`src/rtl/cmp_arbiter.sv`:
```
// Round-robin arbiter sharing one registered magnitude comparator between two requesters.
// Define CMP_SIGNED_EN to compare operands as two's complement (unsigned ordering otherwise).
module cmp_arbiter #(
  parameter int WIDTH      = 4,
  parameter int CMP_CYCLES = 1
) (
  input  logic             clk,
  input  logic             rst,
  input  logic             req0,
  input  logic [WIDTH-1:0] x0,
  input  logic [WIDTH-1:0] y0,
  output logic             ack0,
  input  logic             req1,
  input  logic [WIDTH-1:0] x1,
  input  logic [WIDTH-1:0] y1,
  output logic             ack1,
  output logic             busy,
  output logic             rsp_valid,
  output logic             rsp_id,
  output logic             rsp_eq,
  output logic             rsp_gt,
  output logic             rsp_lt,
  output logic [WIDTH-1:0] rsp_max
);

  typedef enum logic [1:0] {
    IDLE = 2'd0,
    BUSY = 2'd1,
    RESP = 2'd2
  } state_t;

  localparam logic [3:0] CNT_LOAD = 4'(CMP_CYCLES - 1);

  state_t           state;
  logic             last_id;
  logic [3:0]       cnt;
  logic [WIDTH-1:0] x_q;
  logic [WIDTH-1:0] y_q;
  logic             grant1;
  logic             cmp_eq;
  logic             cmp_gt;

  // On a tie the requester that was not served last wins.
  assign grant1 = req1 & (~req0 | ~last_id);

  assign cmp_eq = (x_q == y_q);
`ifdef CMP_SIGNED_EN
  assign cmp_gt = ($signed(x_q) > $signed(y_q));
`else
  assign cmp_gt = (x_q > y_q);
`endif

  always_ff @(posedge clk) begin
    if (rst) begin
      state     <= IDLE;
      last_id   <= 1'b1;
      cnt       <= '0;
      x_q       <= '0;
      y_q       <= '0;
      ack0      <= 1'b0;
      ack1      <= 1'b0;
      busy      <= 1'b0;
      rsp_valid <= 1'b0;
      rsp_id    <= 1'b0;
      rsp_eq    <= 1'b0;
      rsp_gt    <= 1'b0;
      rsp_lt    <= 1'b0;
      rsp_max   <= '0;
    end else begin
      ack0      <= 1'b0;
      ack1      <= 1'b0;
      rsp_valid <= 1'b0;
      case (state)
        IDLE: begin
          if (req0 || req1) begin
            state   <= BUSY;
            busy    <= 1'b1;
            cnt     <= CNT_LOAD;
            last_id <= grant1;
            x_q     <= grant1 ? x1 : x0;
            y_q     <= grant1 ? y1 : y0;
            ack0    <= ~grant1;
            ack1    <= grant1;
          end
        end
        BUSY: begin
          if (cnt == 4'd0) begin
            // Response fields stay latched until the next operation completes.
            state     <= RESP;
            rsp_valid <= 1'b1;
            rsp_id    <= last_id;
            rsp_eq    <= cmp_eq;
            rsp_gt    <= cmp_gt;
            rsp_lt    <= ~cmp_eq & ~cmp_gt;
            rsp_max   <= cmp_gt ? x_q : y_q;
          end else begin
            cnt <= cnt - 4'd1;
          end
        end
        RESP: begin
          state <= IDLE;
          busy  <= 1'b0;
        end
        default: begin
          state <= IDLE;
          busy  <= 1'b0;
        end
      endcase
    end
  end

endmodule
```
`config.mk`:
```
export PLATFORM = sky130hd
export DESIGN_NAME = cmp_arbiter
export DESIGN_NICKNAME = d
export VERILOG_FILES = /design/src/rtl/cmp_arbiter.sv
export SDC_FILE = /design/constraint.sdc
export NUM_CORES = 1
export LEC_CHECK = 0
export ABC_AREA = 1
export BUFFER_PORTS_ARGS = -buffer_cell sky130_fd_sc_hd__buf_4
export CORE_ASPECT_RATIO = 1.25
export CORE_MARGIN = 2
export CORE_UTILIZATION = 30
export CTS_CLUSTER_DIAMETER = 150
export CTS_CLUSTER_SIZE = 16
export DETAILED_ROUTE_END_ITERATION = 16
export GPL_TIMING_DRIVEN = 0
export PLACE_DENSITY_LB_ADDON = 0.3
export SLEW_MARGIN = 0
export SYNTH_ARGS = -nofsm -noshare
export SYNTH_HDL_FRONTEND = slang
export SYNTH_SLANG_ARGS = --single-unit
```
`constraint.sdc`:
```
create_clock -name clk -period 1.6 [get_ports clk]
set_input_delay 0.32 -clock clk [delete_from_list [all_inputs] [get_ports clk]]
set_output_delay 0.32 -clock clk [all_outputs]
set_load 0.01 [all_outputs]
```
==> results.md, run 1 <==
- Status: finished, final reports clean
- Pins Over Slew Limit: 0
- CP Max Fanout: 10
- Chip height: 76.67 um
- RSZ-0062 raised after global routing: no
- Synth Instances: 158
- Synth warn: 0
- Reg clk slew, reported paths: 0.09 ns
- Power Total: 2.158 mW
- Overall routed net length: 2389 um
- Slew HR: 81.46%
- Post-Syn Area: 1267 um2
- Yosys top cell area share: 42.65%
- Setup-failing EPs final: 0
- GRT Resource Usage Total: 10.54%
- Max clock buf depth: 2
- Antenna diode count: 0
- Die area: 4764 um2
- Die Wd: 62.14 um
- Post-CTS Hold Fix Bufs: 0
- Tightest Pin Transition: 0.2765 ns
- I/O pins: 32
- Final ANT Viol Nets: 0
- Synth Net Count: 183
- Row cnt: 26
- Flops & latches, synth: 27
- Initial antenna violation count: 0
- PwrDens: 1323 nW/um2
- WP data required: 1.77 ns
- H-tree depth: 1
- Seq/Total Area, Yosys: 42.65%
- Cell variety after synth: 24
- Leading area contributor after synthesis: dfxtp_1
- Leak: 0.7935 nW
- Final worst-path cycle share: 90.06%
- Vias in the first global route: 957
- Largest net degree at the start of global routing: 16
- CTS Buf Count: 3
- Nets@finish: 221
- Crit path kind: flip-flop to flip-flop
- Crit end category: flip-flop
- Commonest non-fill, non-tap cell in the layout: nand2_1
- Most frequent cells in the layout: 37 x nand2_1, 33 x buf_4, 27 x dfxtp_1, 19 x inv_1, 16 x nor2_1
- Total grt overflow: 0
- Area Growth Syn to Fin: 28.73%
- Worst-Skew Late Latency: 0.27 ns
- Hold WC Path Type: input pin to flip-flop
- Global-route wire length before repair: 4057 um
- Drt wl/cell: 9.518 um
- Setup TNS: 0 ns
- Port Buffers: 31
- CTS tree: done
- Post-Syn Area per Cell: 8.022 um2
- EDFF count, synth: 0
- Setup Skew: 0.004680 ns
- HPWL Detailed: 1837 um
- Top FF cell, synth: dfxtp_1
- 1st-iter DRT viols: 13
- TritonCTS Sinks: 27
- Vias per std cell: 4.203
- Final hold violation count: 0
- Core ar.: 4066 um2
- DRC: 0
- Async set-reset flop share out of synthesis: 0%
- Area contributors post-synth: dfxtp_1 43%, nand2_1 11%, inv_1 5.6%, ha_1 4.9%, o211ai_2 4.9%
- Critical Path AT: 1.61 ns
- DR vias: 1055
- Total of max-cap violations: 0
- Initial Utilization: 31.17%
- Drt pass-1 iters: 4
- Share of layout cells above drive strength 1: 29.23%
- Fmax: 0.6940 GHz
- Final Critical Period: 1.441 ns
- Post-cts gate resize count: 0
- Maximum vdd ir drop: 0.4920 mV
- Root buf cell: clkbuf_8
- Routability cong.: 0.7962
- Startpoint Class: flip-flop
-- cell usage after synthesis, types with 2 or more instances --
library cell and n:
nor2_1 16, nand3_1 11, o21ai_0 8, buf_6 2, ha_1 5, a21oi_1 10, nand3b_1 2, o211ai_2 5
nor2_8 2, inv_2 2, dfxtp_1 27, nand2_1 37, nand2_2 2, inv_1 19
-- final timing paths --
kind	endpoint	slack [ns]	cells after the start	start
min reg2reg	cnt[0]	0.47	2	cnt[0]
max	rsp_max[1]	0.16	8	cnt[0]
min	x_q[1]	0.24	3	x1[1]
max reg2reg	rsp_max[1]	0.16	8	cnt[0]
-- through the flow --
step,worst slack [ns],util (%),std cells,hold slack (ns),instance area (um2)
floorplan,0.3091,-,158,0.3891,1267
global placement,0.1300,38.62,245,0.4519,1570
detailed placement,0.1282,38.62,245,0.4554,1570
CTS,0.1044,39.75,249,0.2401,1617
global route,0.02849,40.12,251,0.2335,1632
finish,0.1591,40.12,251,0.2441,1632
-- power by group --
part / total [mW] / internal, mW / switching (mW)
logic: 0.887 / 0.386 / 0.501
clock network: 0.384 / 0.174 / 0.210
registers: 0.887 / 0.812 / 0.0757
total: 2.16 / 1.37 / 0.786
-- registers in the layout (all words and copies together) (netlist names) --
signal,cells
ack0,1
ack1,1
busy,1
cnt,4
last_id,1
rsp_eq,1
rsp_gt,1
rsp_id,1
rsp_lt,1
rsp_max,4
rsp_valid,1
state,2
x_q,4
y_q,4
-- worst max-delay path, stage by stage (launching register included) --
cell     delay, ns
dfxtp_1       0.32
inv_1         0.10
ha_1          0.20
nand3_2       0.12
nor3_4        0.23
buf_6         0.16
nand2_1       0.05
nor2_1        0.10
nor2_1        0.05
-- cells by family after synthesis --
group	share of synthesized area (%)
compound gates	13.62
xor+xnor	0.6911
fa+ha+maj	4.936
buf+inv	8.885
flops	42.65
simple gates	29.22
-- layout make-up --
cell class | instances | area (um2)
Tap cell | 56 | 70.07
Clock buffer | 3 | 41.29
Inverter | 22 | 85.08
Clock inverter | 1 | 5.005
Multi-Input combinational cell | 106 | 614.3
Fill cell | 446 | 2435
Timing Repair Buffer | 33 | 247.7
Sequential cell | 27 | 540.5
Buffer | 3 | 27.53
-- layer usage --
| layer | GRT usage (%) | wire, um | up-vias |
|---|---|---|---|
| met3 | 2.493 | 104 | 4 |
| met2 | 17.28 | 1076 | 26 |
| met5 | 0 | 0 | - |
| met4 | 5.333 | 52 | 0 |
| met1 | 12.89 | 1156 | 444 |
| li1 | - | - | 581 |
-- repair_timing --
action | 4_1_cts | 5_1_grt
buffers inserted | 0 | 2
hold endpoints to repair | 0 | 0
setup endpoints to repair | 0 | 2
Power figures use the tool's default switching activity.
==> inputs of run 2 (changes only) <==
--- a/config.mk
+++ b/config.mk
@@ -10,11 +10,11 @@
 export CORE_ASPECT_RATIO = 1.25
 export CORE_MARGIN = 2
 export CORE_UTILIZATION = 30
+export CTS_BUF_LIST = sky130_fd_sc_hd__clkbuf_8
 export CTS_CLUSTER_DIAMETER = 150
 export CTS_CLUSTER_SIZE = 16
 export DETAILED_ROUTE_END_ITERATION = 16
 export GPL_TIMING_DRIVEN = 0
-export PLACE_DENSITY_LB_ADDON = 0.3
 export SLEW_MARGIN = 0
 export SYNTH_ARGS = -nofsm -noshare
 export SYNTH_HDL_FRONTEND = slang
==> run 2 against run 1 <==
Effect of this change:
- sequential power is essentially flat
- register-to-register slack is essentially flat
- via count shrank 0.57%
- setup slack lost 0.013 ns
- critical endpoint is now rsp_max[2]
- cell area shrank 1.0%
- largest power group unchanged
- utilization shrank 0.40 points
- combinational power shrank 2%
- non-clock buffer count shrank 2
- critical path depth is the same
- sequential share of layout area grew 0.33 points
- clock power shrank 4%
- first-iteration DRC count grew 120%
==> results.md, run 2 (synthesis gave the netlist of run 1 again) <==
- Overall routed net length: 2386 um
- CP cell instances: inv_1 > ha_1 > nand3_2 > nor3_4 > buf_6 > nand2_1 > nor2_1 > nor2_1
- Crit end category: flip-flop
- Routability cong.: 0.7840
- Area Growth Syn to Fin: 27.44%
- Reg-to-reg slack, setup: 0.15 ns
- Drt wl/cell: 9.582 um
- CP max-delay cell: dfxtp_1
- Tightest Pin Transition: 0.2766 ns
- Pins Over Slew Limit: 0
- Die area: 4764 um2
- Nets@finish: 219
- Final worst-path cycle share: 90.86%
- CP Max Fanout: 10
- Slew HR: 81.45%
- Chip height: 76.67 um
- Power Total: 2.127 mW
- Reg clk slew, reported paths: 0.09 ns
- Initial Utilization: 31.17%
- Vias per std cell: 4.213
- Fill count: 425
- Max clock buf depth: 2
- Setup TNS: 0 ns
- PwrDens: 1317 nW/um2
- Die Wd: 62.14 um
- Total grt overflow: 0
- Worst Setup SP: cnt[0]
- Total of max-cap violations: 0
- CTS Buf Count: 3
- Crit path kind: flip-flop to flip-flop
- Area of the multi-input gates: 614.3 um2
- TritonCTS Sinks: 27
- Critical Path AT: 1.62 ns
- Status: finished, final reports clean
- Final core utilization: 39.72%
- Most frequent cells in the layout: 37 x nand2_1, 31 x buf_4, 27 x dfxtp_1, 20 x inv_1, 16 x nor2_1
- Maximum vdd ir drop: 0.4477 mV
- Setup Skew: 0.003025 ns
- Post-CTS setup repair buffer count: 0
- Startpoint Class: flip-flop
- Setup WS pre-CTS: 0.1536 ns
- Largest net degree at the start of global routing: 15
- GRT Resource Usage Total: 10.39%
- R2R Path Start: cnt[0]
- Final Critical Period: 1.454 ns
- RSZ-0062 raised after global routing: no
- Worst Path Buf+Inv: 2
- Post-CTS Hold Fix Bufs: 0
- I/O pins: 32
- Drt pass-1 iters: 4
- Row cnt: 26
- DRC: 0
- WP data required: 1.77 ns
- H-tree depth: 1
- Hold Path Origin: x1[1]
- HPWL Detailed: 1851 um
- Commonest non-fill, non-tap cell in the layout: nand2_1
- Hold WC Path Type: input pin to flip-flop
- Final hold violation count: 0
- Fmax: 0.6879 GHz
- Global-route wire length before repair: 4112 um
- Final worst slack: 0.1463 ns
- CTS tree: done
- Most frequent CP cell: nor2_1
- Leak: 0.7844 nW
- Worst-Skew Late Latency: 0.26 ns
- Post-cts gate resize count: 0
- Vias in the first global route: 951
- Setup-failing EPs final: 0
- Final ANT Viol Nets: 0
- Root buf cell: clkbuf_8
- Max stage delay on crit path: 0.32 ns
- Hold_ws: 0.2458 ns
- Register area: 540.5 um2
- Port Buffers: 31
- Delay-heaviest family, CP: simple AND/OR/NAND/NOR gates
- 1st-iter DRT viols: 29
- Antenna diode count: 0
- DR vias: 1049
- Share of layout cells above drive strength 1: 27.98%
- Initial antenna violation count: 0
- Core ar.: 4066 um2
[run 2: cell type report]
type / count / share of cell area [%]
Inverter: 22 / 5.267
Multi-Input combinational cell: 106 / 38.03
Buffer: 3 / 1.704
Sequential cell: 27 / 33.46
Tap cell: 56 / 4.338
Clock inverter: 1 / 0.2324
Timing Repair Buffer: 31 / 14.41
Clock buffer: 3 / 2.556
[run 2: through the flow]
stage,cells,area (um2)
final,249,1615
after global routing,249,1615
after CTS,249,1615
after detailed placement,245,1570
after global placement,245,1570
after floorplan,158,1267
[run 2: final timing paths]
check / endpoint / depth (start not counted)
min reg2reg: cnt[0] / 2
max reg2reg: rsp_max[2] / 8
min: x_q[1] / 3
max: rsp_max[2] / 8
[run 2: worst min-delay path, cell delays in order]
cell     delay [ns]
buf_4          0.07
nand2_1        0.04
nand3_1        0.05
[run 2: where the power goes]
group	switching [mW]	internal, mW	total, mW
clock network	0.199	0.172	0.370
logic	0.502	0.367	0.869
registers	0.0755	0.812	0.887
total	0.776	1.35	2.13
[run 2: layer usage]
metal  global-route usage, %  share of wire [%]  up-vias
li1                        -                  -      571
met1                   12.79                 50      448
met2                   17.50                 43       26
met3                   2.053                4.7        4
met4                   4.667                2.1        0
met5                       0                  0        -
==> inputs of run 3 (changes only) <==
--- a/config.mk
+++ b/config.mk
@@ -10,7 +10,6 @@
 export CORE_ASPECT_RATIO = 1.25
 export CORE_MARGIN = 2
 export CORE_UTILIZATION = 30
-export CTS_BUF_LIST = sky130_fd_sc_hd__clkbuf_8
 export CTS_CLUSTER_DIAMETER = 150
 export CTS_CLUSTER_SIZE = 16
 export DETAILED_ROUTE_END_ITERATION = 16
==> run 3 against run 2 <==
Effect of this change:
- sequential share of layout area is the same
- utilization is the same
- hold slack about the same
- non-clock buffer count stayed put
- routed wire length about the same
- cell area is the same
- global-route usage stayed put
- maximum frequency is essentially flat
- clock skew hardly changed
- clock power increased by 2%
- first-iteration DRC count did not move
==> results.md, run 3 (synthesis gave the netlist of run 1 again) <==
- Power Total: 2.133 mW
- CP Max Fanout: 10
- Die Wd: 62.14 um
- Reg-to-reg slack, setup: 0.15 ns
- Slew HR: 81.45%
- Pins Over Slew Limit: 0
- Fmax: 0.6878 GHz
- Total grt overflow: 0
- Nets@finish: 219
- Setup Skew: 0.002842 ns
- Commonest non-fill, non-tap cell in the layout: nand2_1
- DRC: 0
- Setup-failing EPs final: 0
- HPWL Detailed: 1851 um
- Worst Setup SP: cnt[0]
- GRT Resource Usage Total: 10.39%
- Total of max-cap violations: 0
- Area Growth Syn to Fin: 27.44%
- Final ANT Viol Nets: 0
- CTS tree: done
- Overall routed net length: 2387 um
- Root buf cell: clkbuf_8
- R2R Path Start: cnt[0]
- Crit path kind: flip-flop to flip-flop
- Clock share of power: 17.6%
- Crit end category: flip-flop
- Worst-Skew Late Latency: 0.26 ns
- Global-route wire length before repair: 4112 um
- Post-cts gate resize count: 0
- Tightest Pin Transition: 0.2766 ns
- Final Critical Period: 1.454 ns
- Vias in the first global route: 951
- I/O pins: 32
- Drt wl/cell: 9.586 um
- Chip height: 76.67 um
- Maximum vdd ir drop: 0.4474 mV
- CTS Buf Count: 3
- Most frequent cells in the layout: 37 x nand2_1, 31 x buf_4, 27 x dfxtp_1, 19 x inv_1, 16 x nor2_1
- Startpoint Class: flip-flop
- Critical Path AT: 1.62 ns
- DR vias: 1049
- Final hold violation count: 0
- Share of layout cells above drive strength 1: 27.98%
- PwrDens: 1320 nW/um2
- Largest net degree at the start of global routing: 15
- RSZ-0062 raised after global routing: no
- Switch Pwr: 776.3 uW
- Die area: 4764 um2
- Setup TNS: 0 ns
- Reg clk slew, reported paths: 0.09 ns
- Hold Path Origin: x1[1]
- Core ar.: 4066 um2
- Final core utilization: 39.72%
- Antenna diode count: 0
- Leak: 0.7803 nW
- TritonCTS Sinks: 27
- Port Buffers: 31
- Post-CTS setup repair buffer count: 0
- Post-CTS Hold Fix Bufs: 0
- Hold_ws: 0.2460 ns
- Initial Utilization: 31.17%
- Routability cong.: 0.7840
- WP data required: 1.77 ns
- Seq pwr share: 41.6%
- P_int: 1.357 mW
- 1st-iter DRT viols: 29
- Initial antenna violation count: 0
- Drt pass-1 iters: 4
- Vias per std cell: 4.213
- Status: finished, final reports clean
- Final worst-path cycle share: 90.87%
- H-tree depth: 1
- Max clock buf depth: 2
- Switching share of total power: 36.40%
- Row cnt: 26
- Combinational power share: 40.8%
- Hold WC Path Type: input pin to flip-flop
[run 3: cell count changes in the layout (fill, tap and decap cells not counted)]
cell      previous run  this run
clkbuf_1             0         1
inv_1               20        19
[run 3: path summary, 6_finish.rpt]
kind / cells after the start / end
min reg2reg: 2 / cnt[0]
max reg2reg: 8 / rsp_max[2]
min: 3 / x_q[1]
max: 8 / rsp_max[2]
[run 3: layout make-up]
cell class | instances | area (um2)
flip-flops and latches | 27 | 540.5
fillers | 425 | 2451
repair buffers | 31 | 232.7
plain buffers | 3 | 27.53
well taps | 56 | 70.07
inverters | 22 | 85.08
multi-input cells | 106 | 614.3
clock buffers | 4 | 45.04
[run 3: metal layers]
metal	track usage, %	vias up	share of wire (%)
met4	4.667	0	2.1
met2	17.50	26	43
li1	-	571	-
met5	0	-	0
met3	2.053	4	4.7
met1	12.79	448	50
[run 3: stage by stage]
step | setup slack (ns) | instances | area [um2]
after detailed placement | 0.1536 | 245 | 1570
after global placement | 0.1667 | 245 | 1570
after global routing | 0.01357 | 249 | 1615
after CTS | 0.1360 | 249 | 1615
final | 0.1461 | 249 | 1615
after floorplan | 0.3091 | 158 | 1267
[run 3: worst max-delay path, stage by stage (launching register included)]
cell     delay (ns)
dfxtp_1        0.32
inv_1          0.11
ha_1           0.20
nand3_2        0.12
nor3_4         0.25
buf_6          0.18
nand2_1        0.05
nor2_1         0.09
nor2_1         0.04
[run 3: power by group through the flow]
stage,clock network (mW),logic [mW],registers [mW]
2_1_floorplan,0,0.595,0.922
3_5_place_dp,0,0.873,0.903
6_report,0.376,0.869,0.887
3_3_place_gp,0,0.867,0.902
5_1_grt,0.417,0.986,0.907
4_1_cts,0.393,0.877,0.889
